===== config.mk =====
export PLATFORM = sky130hd
export DESIGN_NAME = msrv32_wb_unit
export DESIGN_NICKNAME = d
export VERILOG_FILES = /design/src/rtl/msrv32_wb_unit.sv
export SDC_FILE = /design/constraint.sdc
export NUM_CORES = 1
export LEC_CHECK = 0
export ABC_AREA = 1
export CORE_MARGIN = 10
export CORE_UTILIZATION = 43
export DETAILED_ROUTE_END_ITERATION = 12
export GPL_TIMING_DRIVEN = 0
export PLACE_DENSITY_LB_ADDON = 0.05
export SLEW_MARGIN = 20
export SYNTH_ARGS = -nofsm -noshare
export SYNTH_HDL_FRONTEND = slang
export SYNTH_SLANG_ARGS = --single-unit
export TNS_END_PERCENT = 20

===== constraint.sdc =====
create_clock -name ms_riscv32_mp_clk_in -period 2.65 [get_ports ms_riscv32_mp_clk_in]
set_input_delay 0.3975 -clock ms_riscv32_mp_clk_in [delete_from_list [all_inputs] [get_ports ms_riscv32_mp_clk_in]]
set_output_delay 0.3975 -clock ms_riscv32_mp_clk_in [all_outputs]
set_load 0.005 [all_outputs]

===== src/rtl/msrv32_wb_unit.sv =====
// ---------------------------------------------------------------------------
// msrv32_wb_unit
//
// Write-back stage of the msrv32 core and the only writer of the integer
// register file. One retiring instruction per cycle arrives from execute. The
// unit picks the result source and registers the register-file write
// controls. For loads it waits for the data-memory response, aligns and
// extends the returned data, and stalls upstream for the whole wait. A timeout
// counter limits how long that wait can last.
//
// Ports:
//   ms_riscv32_mp_clk_in  clock, rising edge
//   ms_riscv32_mp_rst_in  asynchronous active-low reset
//   wb_valid_in           execute presents a retiring instruction
//   wb_mux_sel_in         result source: 0 ALU, 1 LOAD, 2 IMM, 3 PC+4, 4 CSR
//   rd_addr_in            destination register
//   alu_result_in         ALU result
//   imm_in                immediate (LUI)
//   pc_plus_4_in          link value (JAL/JALR)
//   csr_data_in           CSR read value
//   load_size_in          0 byte, 1 half, 2/3 word
//   load_unsigned_in      1 = zero-extend, 0 = sign-extend
//   addr_lsb_in           byte offset of the load address
//   flush_in              abort any pending load / block acceptance
//   dm_data_in            data memory read word
//   dm_valid_in           data memory response valid
//   wb_stall_out          upstream must hold (combinational, WAIT_LOAD)
//   wr_en_out             register file write enable (registered)
//   rd_addr_out           register file write address (registered)
//   rd_out                register file write data (registered)
//   load_err_out          one-cycle pulse when a load times out (registered)
// ---------------------------------------------------------------------------
module msrv32_wb_unit #(
    parameter int LOAD_TIMEOUT = 16,
    parameter int CNT_W        = 5
) (
    input  logic        ms_riscv32_mp_clk_in,
    input  logic        ms_riscv32_mp_rst_in,
    input  logic        wb_valid_in,
    input  logic [2:0]  wb_mux_sel_in,
    input  logic [4:0]  rd_addr_in,
    input  logic [31:0] alu_result_in,
    input  logic [31:0] imm_in,
    input  logic [31:0] pc_plus_4_in,
    input  logic [31:0] csr_data_in,
    input  logic [1:0]  load_size_in,
    input  logic        load_unsigned_in,
    input  logic [1:0]  addr_lsb_in,
    input  logic        flush_in,
    input  logic [31:0] dm_data_in,
    input  logic        dm_valid_in,
    output logic        wb_stall_out,
    output logic        wr_en_out,
    output logic [4:0]  rd_addr_out,
    output logic [31:0] rd_out,
    output logic        load_err_out
);

    localparam logic [2:0] SEL_ALU  = 3'd0;
    localparam logic [2:0] SEL_LOAD = 3'd1;
    localparam logic [2:0] SEL_IMM  = 3'd2;
    localparam logic [2:0] SEL_PC4  = 3'd3;
    localparam logic [2:0] SEL_CSR  = 3'd4;

    localparam logic [CNT_W-1:0] TIMEOUT_LAST = CNT_W'(LOAD_TIMEOUT - 1);

    typedef enum logic {
        IDLE,
        WAIT_LOAD
    } state_t;

    state_t           state, state_next;
    logic [CNT_W-1:0] cnt, cnt_next;
    logic [4:0]       hold_rd, hold_rd_next;
    logic [1:0]       hold_size, hold_size_next;
    logic             hold_unsigned, hold_unsigned_next;
    logic [1:0]       hold_lsb, hold_lsb_next;
    logic             wr_en_next;
    logic [4:0]       rd_addr_next;
    logic [31:0]      rd_next;
    logic             err_next;

    logic [7:0]       load_byte;
    logic [15:0]      load_half;
    logic [31:0]      load_data;

    assign wb_stall_out = (state == WAIT_LOAD);

    // Align and extend the memory word using the attributes captured at
    // accept time. Halfword selection only looks at lsb[1]. A size of 3 is
    // treated as a word.
    always_comb begin
        load_byte = 8'h00;
        case (hold_lsb)
            2'd0:    load_byte = dm_data_in[7:0];
            2'd1:    load_byte = dm_data_in[15:8];
            2'd2:    load_byte = dm_data_in[23:16];
            default: load_byte = dm_data_in[31:24];
        endcase
        load_half = hold_lsb[1] ? dm_data_in[31:16] : dm_data_in[15:0];
        case (hold_size)
            2'd0:    load_data = {{24{~hold_unsigned & load_byte[7]}}, load_byte};
            2'd1:    load_data = {{16{~hold_unsigned & load_half[15]}}, load_half};
            default: load_data = dm_data_in;
        endcase
    end

    // Next-state and next-output logic. By default the write and error
    // pulses drop and the data/address registers keep their value. Writes
    // to x0 are suppressed here so that one check covers every source.
    always_comb begin
        state_next         = state;
        cnt_next           = cnt;
        hold_rd_next       = hold_rd;
        hold_size_next     = hold_size;
        hold_unsigned_next = hold_unsigned;
        hold_lsb_next      = hold_lsb;
        wr_en_next         = 1'b0;
        rd_addr_next       = rd_addr_out;
        rd_next            = rd_out;
        err_next           = 1'b0;

        case (state)
            IDLE: begin
                if (wb_valid_in && !flush_in) begin
                    case (wb_mux_sel_in)
                        SEL_LOAD: begin
                            hold_rd_next       = rd_addr_in;
                            hold_size_next     = load_size_in;
                            hold_unsigned_next = load_unsigned_in;
                            hold_lsb_next      = addr_lsb_in;
                            cnt_next           = '0;
                            state_next         = WAIT_LOAD;
                        end
                        SEL_ALU, SEL_IMM, SEL_PC4, SEL_CSR: begin
                            rd_addr_next = rd_addr_in;
                            wr_en_next   = (rd_addr_in != 5'd0);
                            case (wb_mux_sel_in)
                                SEL_ALU: rd_next = alu_result_in;
                                SEL_IMM: rd_next = imm_in;
                                SEL_PC4: rd_next = pc_plus_4_in;
                                default: rd_next = csr_data_in;
                            endcase
                        end
                        default: begin
                        end
                    endcase
                end
            end
            WAIT_LOAD: begin
                if (flush_in) begin
                    state_next = IDLE;
                end else if (dm_valid_in) begin
                    rd_next      = load_data;
                    rd_addr_next = hold_rd;
                    wr_en_next   = (hold_rd != 5'd0);
                    state_next   = IDLE;
                end else if (cnt == TIMEOUT_LAST) begin
                    err_next   = 1'b1;
                    state_next = IDLE;
                end else begin
                    cnt_next = cnt + CNT_W'(1);
                end
            end
            default: state_next = IDLE;
        endcase
    end

    // State, holding and output registers. All of them clear on reset, so a
    // load that is pending when reset arrives is dropped without a write and
    // without an error pulse.
    always_ff @(posedge ms_riscv32_mp_clk_in or negedge ms_riscv32_mp_rst_in) begin
        if (!ms_riscv32_mp_rst_in) begin
            state         <= IDLE;
            cnt           <= '0;
            hold_rd       <= 5'd0;
            hold_size     <= 2'd0;
            hold_unsigned <= 1'b0;
            hold_lsb      <= 2'd0;
            wr_en_out     <= 1'b0;
            rd_addr_out   <= 5'd0;
            rd_out        <= 32'd0;
            load_err_out  <= 1'b0;
        end else begin
            state         <= state_next;
            cnt           <= cnt_next;
            hold_rd       <= hold_rd_next;
            hold_size     <= hold_size_next;
            hold_unsigned <= hold_unsigned_next;
            hold_lsb      <= hold_lsb_next;
            wr_en_out     <= wr_en_next;
            rd_addr_out   <= rd_addr_next;
            rd_out        <= rd_next;
            load_err_out  <= err_next;
        end
    end

endmodule

==> results of run 1 <==
## worst max path at each step
| stage | from | end | depth (start not counted) |
|---|---|---|---|
| 2_1_floorplan | cnt[0] | cnt[3] | 10 |
| 3_3_place_gp | ms_riscv32_mp_rst_in | hold_rd[1] | 1 |
| 3_5_place_dp | wb_mux_sel_in[2] | rd_out[28] | 11 |
| 4_1_cts | wb_mux_sel_in[2] | rd_out[28] | 11 |
| 5_1_grt | wb_mux_sel_in[2] | rd_out[28] | 11 |
| 6_report | wb_mux_sel_in[2] | rd_out[28] | 11 |
## cells in the final DEF, fill, tap and decap left out, types with 2 or more instances in the layout
cell type	n
o21ai_1	3
o21a_1	4
clkdlybuf4s50_1	216
a21oi_1	44
inv_8	2
clkbuf_1	9
buf_2	20
clkbuf_8	5
dfrtp_1	55
buf_1	3
o21ai_0	15
buf_4	5
nor2_2	3
ha_1	2
nand2_1	267
nand3_1	87
and2_0	8
mux2_2	3
a31oi_1	5
inv_1	25
nor2_1	58
nand4_1	18
inv_2	5
## flip-flops by register name (all words and copies together), names as in the netlist
register,cells
rd_out,32
hold_lsb,2
hold_size,2
load_err_out,1
hold_unsigned,1
cnt,5
rd_addr_out,5
wr_en_out,1
wb_stall_out,1
hold_rd,5
## per-stage QoR
stage                     hold WS (ps)  std cells  utilization, %  TNS (ps)  power [mW]
after floorplan                    102        645               -         0        1.60
after global placement             462        973            69.1    -31820        2.31
after detailed placement           465        973            69.1         0        2.33
after CTS                          155        981            70.2         0        2.87
after global routing               158        981            70.2         0        3.04
final                              111        981            70.2         0        2.87
## per-layer routing
| metal | vias up | track usage, % | wire length, um |
|---|---|---|---|
| li1 | 2547 | - | - |
| met1 | 2389 | 32.3 | 7330 |
| met2 | 233 | 42.3 | 8600 |
| met3 | 19 | 6.21 | 1750 |
| met4 | 0 | 5.09 | 198 |
| met5 | - | 0 | 0 |
## critical path: cells and delay by family
| kind | cells | cell delay, ps |
|---|---|---|
| buf+inv | 3 | 960 |
| simple gates | 8 | 950 |
## kinds of logic after synthesis
group,count (synthesis)
DFF,55
and+or+nand+nor,445
muxes,3
AOI/OAI and AO/OA,73
buffers and inverters,67
adders and majority gates,2
## cell type report
class                   instances  area, um^2  area share, %
clock inverters                 3        31.3          0.489
flip-flops and latches         55        1380           21.5
multi-input cells             523        2310           36.2
well taps                     111         139           2.17
inverters                      31         116           1.82
plain buffers                  36         175           2.74
repair buffers                217        2170           33.9
clock buffers                   5        68.8           1.08
## power groups by stage
stage	clock network (mW)	logic, mW	registers, mW
after detailed placement	0	1.20	1.14
after global routing	0.570	1.33	1.14
final	0.540	1.21	1.12
after floorplan	0	0.466	1.14
after CTS	0.543	1.21	1.12
after global placement	0	1.18	1.13
==> summary.md, run 1 <==
| Metric | Value |
|---|---|
| Dpl ws | `295 ps` |
| Setup bufs post-CTS | `0` |
| Reg2reg start | `hold_size[1]` |
| Layout cells sized above 1 | `5.29%` |
| Startpoint types | `input pin` |
| Pleak | `2.90 nW` |
| Peak VDD IR | `319 uV` |
| Final worst slack | `602 ps` |
| FILL cells | `827` |
| TritonCTS buffer count | `5` |
| Post-DP Area | `6290 um^2` |
| Starting Density | `43.7%` |
| Netlist cell types | `27` |
| Reg2Reg Capture Point | `rd_out[25]` |
| Yosys warning count | `0` |
| FF-to-FF setup slack | `860 ps` |
| Mux share of post-synthesis cell area | `0.848%` |
| Final period util | `77.3%` |
| Synth Register Bits | `55` |
| Largest family of logic cells by synthesized area | `simple AND/OR/NAND/NOR gates` |
| Synth Area in Compound Gates | `9.71%` |
| TritonCTS clock tree | `yes` |
| Total grt overflow | `0` |
| Sw Share | `34.7%` |
| Global-route wire length before repair | `27,300 um` |
| Top-count cell post-synth | `nand2_1` |
| Worst r2r path cells | `9` |
| Wirelength per Cell | `18.2 um` |
| Io pins | `218` |
| Worst-margin pin slew | `731 ps` |
| Final antenna-violating net count | `0` |
| CP Max Fanout | `10` |
| Cell mode on critical path | `nand2_1` |
| Clock Tree Root | `clkbuf_8` |
| Fmax | `488 MHz` |
| Initial antenna violation count | `0` |
| Internal power | `1.87 mW` |
| Switching Power | `0.996 mW` |
| Later-pin clock latency in the skew report | `330 ps` |
| Status | `finished, final reports clean` |
| Largest stage delay on the critical path | `510 ps` |
| Asr flop ratio synth | `100%` |
| Die area | `13,500 um^2` |
| Via count | `5,188` |
| Worst setup EP type | `register` |
| Leading post-synthesis cells by cell area | `dfrtp_1, nand2_1, nand3_1` |
| Max Slew Vio Count | `0` |
| Clk slew on worst S/H paths | `120 ps` |
| Area of the mapped netlist | `3980 um^2` |
| Die width | `116 um` |
| PortBufs | `217` |
| Clock sink count | `55` |
| Via density | `5.29` |
| XOR/XNOR Fraction of Synth Area | `0%` |
| # DRC | `0` |
| Post-Layout Inst Area | `6390 um^2` |
| Gr usage total | `25.3%` |
| Antenna cells | `0` |
| Req. time, crit path | `2920 ps` |
| Flop pwr share | `39.2%` |
| DRT iter0 DRCs | `518` |
| PostCTS Resize Cnt | `0` |
| Top-area cell type share of the netlist area | `34.6%` |
| Crit path cell chain | `clkdlybuf4s50_1 > inv_1 > nand2_1 > nor2_2 > buf_2 > nand2_1 > nand3_1 > nor2_1 > nor2_1 > nand2_1 > nand2_1` |
| Post-cts hold buffer count | `0` |
| Dpl hpwl | `14,500 um` |
| Synth area leader | `dfrtp_1` |
| Die Y-Extent | `116 um` |
| CTS max path bufs | `2` |
| RSZ-0062 raised after global routing | `false` |
| Comb power frac | `42.0%` |
| FP Rows | `35` |
| Avg Cell Area, Syn | `6.17 um^2` |
| Top FF cell, synth | `dfrtp_1` |
| Crit path DAT | `2320 ps` |
| Simple-gate share of the synthesized area | `46.9%` |
| Syn nets | `825` |
| Slew headroom | `51.3%` |
| Nets | `1,049` |
| PwrDens | `449 nW/um^2` |
| Largest net degree at the start of global routing | `56` |
| Final Hold Viols | `0` |
| Max_cap viols | `0` |
| First-pass DRT Iterations | `6` |
| Worst Skew | `10.7 ps` |
| Synth Area in Adders | `0.628%` |
| Post-synthesis sequential area ratio | `34.6%` |
| Setup CP Type | `in -> reg` |
| Syn Inst Count | `645` |
| Hold crit path type | `in -> async` |
| Synth top cells by count | `nand2_1, nand3_1, nor2_1` |
| H-tree depth | `2` |
| Worst path slowest cell | `clkdlybuf4s50_1` |
| Vias in the first global route | `5,176` |
| Core area | `9110 um^2` |
| Area Growth Syn to Fin | `60.5%` |
| Final Wtd Congestion | `0.981` |
| Tmin final | `2050 ps` |
| Final setup viols | `0` |
| Post-synth EDFFs | `0` |
| Clock group share of total power | `18.8%` |
| Detailed Route WL | `17,900 um` |
Power figures use the tool's default switching activity.
==> run 2: changes to the inputs <==
- CORE_UTILIZATION: 43 -> 40
- clock period: 2.65 -> 2 ns (I/O delays scaled with it)
==> run 2 against run 1 <==
Worst setup slack worse by 470 ps. Count of clock-buffer cells in the layout unchanged. Via count up 2.4%. Non-clock buffer count up 3. Flip-flop and latch count unchanged. Critical path type unchanged. Critical endpoint is now rd_out[25]. Largest cell class unchanged. Highest routed layer unchanged.
==> summary.md, run 2 (same netlist as run 1, synthesis figures left out) <==
| Metric | Value |
|---|---|
| Worst-margin pin slew | `758 ps (+27.3 ps)` |
| Final Wtd Congestion | `0.985 (+0.47%)` |
| Max FFs per register | `32 (unchanged)` |
| Final period util | `93.2%` |
| Die width | `120 um (+3.0%)` |
| Final Hold Viols | `0 (unchanged)` |
| Commonest non-fill, non-tap cell in the layout | `nand2_1` |
| CP Max Fanout | `10 (unchanged)` |
| Gr usage total | `23.9% (-1.4 points)` |
| Worst setup EP type | `register` |
| DRT iter0 DRCs | `424 (-18%)` |
| Most frequent cells in the layout | `nand2_1, clkdlybuf4s50_1, nand3_1` |
| Detailed Route WL | `18,200 um (+2.0%)` |
| Slew headroom | `49.4% (-1.8 points)` |
| Antenna cells | `0 (unchanged)` |
| First-pass DRT Iterations | `5 (-1)` |
| Nets | `1,052 (+0.29%)` |
| Post-route insts no fill | `1,006 (+2.5%)` |
| H-tree depth | `2 (unchanged)` |
| Via density | `5.28 (about the same)` |
| Tmin final | `1860 ps` |
| Clock sink count | `55 (unchanged)` |
| Later-pin clock latency in the skew report | `330 ps (about the same)` |
| Die Y-Extent | `120 um (+3.0%)` |
| Starting Density | `40.9% (-2.8 points)` |
| Max_cap viols | `0 (unchanged)` |
| Peak VDD IR | `329 uV (+3.1%)` |
| Setup CP Type | `in -> reg` |
| Max Slew Vio Count | `0 (unchanged)` |
| Final antenna-violating net count | `0 (unchanged)` |
| Multi-input logic area | `2320 um^2 (+0.43%)` |
| TritonCTS buffer count | `5 (unchanged)` |
| Biggest register | `rd_out` |
| Largest net degree at the start of global routing | `56 (unchanged)` |
| Worst Skew | `17.2 ps (+6.50 ps)` |
| Clk slew on worst S/H paths | `110 ps (about the same)` |
| Wirelength per Cell | `18.1 um (-0.55%)` |
| FP Rows | `36 (+2.9%)` |
| Startpoint types | `input pin` |
| Area Growth Syn to Fin | `62.0%` |
| Status | `finished, final reports clean` |
| Total grt overflow | `0 (unchanged)` |
| Fmax | `537 MHz` |
| Reg2reg start | `cnt[0]` |
| Core area | `9730 um^2 (+6.8%)` |
| Die area | `14,300 um^2 (+6.2%)` |
| Initial antenna violation count | `0 (unchanged)` |
| CTS max path bufs | `2 (unchanged)` |
| Final TNS setup | `0 ps (unchanged)` |
| Req. time, crit path | `2280 ps (-640 ps)` |
| RSZ-0062 raised after global routing | `false` |
| Register area | `1380 um^2 (unchanged)` |
| Final setup viols | `0 (unchanged)` |
| Hold crit path type | `in -> async` |
| Layout cells sized above 1 | `5.61% (+0.33 points)` |
| Via count | `5,315 (+2.4%)` |
| Dpl hpwl | `14,800 um (+2.1%)` |
| PortBufs | `217 (unchanged)` |
| PwrDens | `584 nW/um^2 (+30%)` |
| Crit path DAT | `2140 ps (-180 ps)` |
| Post-cts hold buffer count | `0 (unchanged)` |
| Vias in the first global route | `5,198 (+0.43%)` |
| Clock Tree Root | `clkbuf_8` |
| FILL cells | `914 (+11%)` |
| TritonCTS clock tree | `yes` |
| Pleak | `2.91 nW (+0.39%)` |
| Total power | `3.77 mW (+31%)` |
| Global-route wire length before repair | `27,700 um (+1.7%)` |
| Worst r2r path cells | `10 (+1)` |
| Io pins | `218 (unchanged)` |
| Critical Path Source | `wb_mux_sel_in[1]` |
| Cells after DPL | `995 (+2.3%)` |
| # DRC | `0 (unchanged)` |
## run 2: changes by cell type in the layout (fill, tap and decap cells not counted)
cell	previous run	this run
clkbuf_4	0	3
inv_6	0	1
nor2_4	1	3
nor2_2	3	1
inv_8	2	0
clkinv_2	0	1
buf_4	5	8
buf_2	20	17
## run 2: layer usage
layer,routed length (um),vias to the layer above,track usage [%],part of all wire (%)
li1,-,2552,-,-
met1,7510,2488,28.9,41
met2,8820,256,41.3,48
met3,1630,19,6.75,9.0
met4,268,0,5.05,1.5
met5,0,-,0,0
## run 2: repair_timing
item	in CTS	in global routing
setup buffers	0	3
setup endpoints to repair	2	3
resized for setup	2	3
pin swaps	0	2
## run 2: path summary, 6_finish.rpt
path	endpoint	slack [ps]
setup / recovery	rd_out[25]	140
hold / removal	rd_out[15]	20
setup reg to reg	cnt[3]	250
hold reg to reg	rd_out[23]	490
max in group asynchronous	hold_lsb[0]	1470
min in group ms_riscv32_mp_clk_in	rd_out[23]	490
## run 2: critical path, cell delays in order
cell,delay (ps)
clkdlybuf4s50_1,540
inv_1,110
nor2_4,190
nor2_1,110
nand2_1,70
nand2_1,110
inv_2,190
buf_2,290
nand3_1,130
nand2_1,80
## run 2: power breakdown
group          internal [mW]  total (mW)  switching (mW)  leakage (nW)
sequential              1.35        1.49           0.137         0.681
combinational          0.869        1.61           0.739          2.18
clock                  0.253       0.671           0.418        0.0485
## run 2: through the flow
step                cell area [um^2]  utilization [%]  setup WS (ps)  hold slack, ps
floorplan                       3980                -            460            4.41
global placement                6320             65.0          -1150             461
detailed placement              6320             64.9           -356             413
CTS                             6420             66.0           82.5            54.6
global route                    6450             66.3           8.95            63.3
finish                          6450             66.3            136            15.1
## run 2: cell type report
| class | instances | area share (%) |
|---|---|---|
| plain buffers | 36 | 2.83 |
| clock buffers | 5 | 1.07 |
| clock inverters | 3 | 0.349 |
| inverters | 31 | 1.80 |
| multi-input cells | 523 | 36.0 |
| flip-flops and latches | 55 | 21.3 |
| well taps | 133 | 2.58 |
| repair buffers | 220 | 34.0 |
==> run 3: changes to the inputs <==
- CORE_ASPECT_RATIO: unset -> 2
==> run 3 against run 2 <==
Via count decreased by 1.2%. Utilization increased by 0.10 points. Cell count decreased by 0.40%. Die area increased by 1.7%. Combinational power about the same. First-iteration DRC count decreased by 14%. Critical path type unchanged. Largest power group unchanged. Highest routed layer unchanged.
==> summary.md, run 3 (same netlist as run 1, synthesis figures left out) <==
| Metric | Value |
|---|---|
| Status | `finished, final reports clean` |
| Slew headroom | `52.4% (+2.9 points)` |
| Cells after DPL | `994 (-0.10%)` |
| Tmin final | `1920 ps (+57.8 ps)` |
| Area Growth Syn to Fin | `62.8%` |
| PwrDens | `623 nW/um^2 (+6.8%)` |
| First-pass DRT Iterations | `5 (unchanged)` |
| Clock sink count | `55 (unchanged)` |
| Hold_ws | `51.3 ps (+36.2 ps)` |
| Post-cts hold buffer count | `0 (unchanged)` |
| Setup CP Type | `in -> reg` |
| FF-to-FF setup slack | `100 ps (-150 ps)` |
| Die Y-Extent | `161 um (+35%)` |
| Flop pwr share | `37.0% (-2.5 points)` |
| Worst r2r path cells | `8 (-2)` |
| Peak VDD IR | `656 uV (+100%)` |
| Fmax | `520 MHz (-3.0%)` |
| Reg2reg start | `hold_lsb[0]` |
| Via density | `5.24 (-0.79%)` |
| Setup bufs post-CTS | `0 (unchanged)` |
| Gr usage total | `24.7% (+0.84 points)` |
| Clk slew on worst S/H paths | `70 ps (-40 ps)` |
| Reg2Reg Capture Point | `rd_out[6]` |
| Wirelength per Cell | `18.9 um (+4.1%)` |
| Worst Skew | `7.30 ps (-9.85 ps)` |
| Biggest register | `rd_out` |
| Largest net degree at the start of global routing | `56 (unchanged)` |
| Final setup viols | `0 (unchanged)` |
| H-tree depth | `2 (unchanged)` |
| Final antenna-violating net count | `0 (unchanged)` |
| Fin util | `66.4% (+0.10 points)` |
| Final Wtd Congestion | `0.936 (-5.0%)` |
| Final worst slack | `78.5 ps (-57.8 ps)` |
| FILL cells | `905 (-0.98%)` |
| Detailed Route WL | `18,900 um (+3.6%)` |
| Commonest non-fill, non-tap cell in the layout | `nand2_1` |
| Max Slew Vio Count | `0 (unchanged)` |
| Dpl hpwl | `15,600 um (+5.8%)` |
| Starting Density | `40.8% (-0.14 points)` |
| Clock Tree Root | `clkbuf_16` |
| Antenna cells | `0 (unchanged)` |
| FP Rows | `51 (+42%)` |
| Nets | `1,049 (-0.29%)` |
| Switching Power | `1.35 mW (+3.9%)` |
| Core area | `9760 um^2 (+0.35%)` |
| Final TNS setup | `0 ps (unchanged)` |
| Sw Share | `33.3% (-1.1 points)` |
| Most frequent cells in the layout | `nand2_1, clkdlybuf4s50_1, nand3_1` |
| Pleak | `2.92 nW (+0.33%)` |
| Worst setup EP type | `register` |
| Later-pin clock latency in the skew report | `300 ps (-30 ps)` |
| Max_cap viols | `0 (unchanged)` |
| Final Hold Viols | `0 (unchanged)` |
| Max FFs per register | `32 (unchanged)` |
| Internal power | `2.70 mW (+9.1%)` |
| TritonCTS buffer count | `5 (unchanged)` |
| Critical Path Source | `wb_mux_sel_in[2]` |
| Comb power frac | `40.3% (-2.4 points)` |
| Hold crit path type | `in -> async` |
| # DRC | `0 (unchanged)` |
| DRT iter0 DRCs | `365 (-14%)` |
| Vias in the first global route | `5,433 (+4.5%)` |
| Via count | `5,252 (-1.2%)` |
| Initial antenna violation count | `0 (unchanged)` |
| Req. time, crit path | `2240 ps (-40 ps)` |
| Post-route insts no fill | `1,002 (-0.40%)` |
| Layout cells sized above 1 | `5.29% (-0.33 points)` |
| Dpl ws | `-309 ps (+46.7 ps)` |
| PortBufs | `217 (unchanged)` |
| Die width | `90.6 um (-24%)` |
| CP Max Fanout | `10 (unchanged)` |
| RSZ-0062 raised after global routing | `false` |
| CTS max path bufs | `2 (unchanged)` |
| Total grt overflow | `0 (unchanged)` |
| Crit path DAT | `2160 ps (+20 ps)` |
| Capture point of the worst path | `rd_out[7]` |
| Global-route wire length before repair | `29,000 um (+4.7%)` |
| Worst-margin pin slew | `714 ps (-44.1 ps)` |
| TritonCTS clock tree | `yes` |
| Final period util | `96.1% (+2.9 points)` |
| Clock group share of total power | `22.8% (+5.0 points)` |
| Startpoint types | `input pin` |
| Die area | `14,600 um^2 (+1.7%)` |
| Io pins | `218 (unchanged)` |
run 3: cell types whose count changed in the layout (fill, tap and decap cells not counted), sizes merged:
| cell | change |
|---|---|
| buf | -1 |
| clkbuf | -2 |
| clkinv | -2 |
| clkinvlp | +1 |
| inv | +1 |
run 3: how the worst min path moves through the flow:
stage / start / end / slack (ps) / depth (start not counted)
floorplan: ms_riscv32_mp_rst_in / cnt[0] / 4 / 0
global placement: rd_out[31] / rd_out[31] / 460 / 2
detailed placement: ms_riscv32_mp_rst_in / rd_out[13] / 390 / 1
CTS: ms_riscv32_mp_rst_in / rd_out[13] / 70 / 1
global route: ms_riscv32_mp_rst_in / rd_out[13] / 90 / 1
finish: ms_riscv32_mp_rst_in / rd_out[13] / 50 / 1
run 3: metal layers:
metal | up-vias | global-route usage (%) | wire [um] | part of all wire [%]
met5 | - | 0 | 0 | 0
met4 | 0 | 8.08 | 483 | 2.6
met3 | 29 | 4.69 | 1380 | 7.3
met2 | 235 | 46.9 | 10100 | 54
met1 | 2441 | 26.4 | 6910 | 37
li1 | 2547 | - | - | -
run 3: what timing repair did:
item | CTS | global route
setup endpoints to repair | 1 | 2
gates cloned | 0 | 0
pin swaps | 0 | 0
resized for setup | 2 | 1
run 3: worst max-delay path, stage by stage:
cell             delay (ps)
clkdlybuf4s50_1         520
inv_1                   160
nand2_1                 140
nor2_4                  250
buf_2                   280
nand2_1                  80
nand4_1                 200
nand3_1                 130
nand2_1                  80
run 3: cell type report:
cell class                      instances  area (um^2)  area share (%)
Buffer                                 36          178            2.74
Timing Repair Buffer                  217         2170            33.5
Inverter                               31          116            1.80
Clock inverter                          3         27.5           0.425
Multi-Input combinational cell        523         2320            35.9
Clock buffer                            5          125            1.93
Tap cell                              132          165            2.55
Sequential cell                        55         1380            21.2
run 3: per-stage QoR:
| step | area (um^2) | power, mW |
|---|---|---|
| 6_report | 6480 | 4.04 |
| 5_1_grt | 6480 | 4.28 |
| 4_1_cts | 6480 | 4.06 |
| 3_5_place_dp | 6320 | 3.13 |
| 3_3_place_gp | 6320 | 3.10 |
| 2_1_floorplan | 3980 | 2.12 |
run 3: power groups by stage:
stage          sequential, mW  combinational, mW  clock (mW)
2_1_floorplan            1.50              0.618           0
3_3_place_gp             1.50               1.60           0
3_5_place_dp             1.51               1.62           0
4_1_cts                  1.49               1.64       0.935
5_1_grt                  1.52               1.78       0.978
6_report                 1.49               1.63       0.920
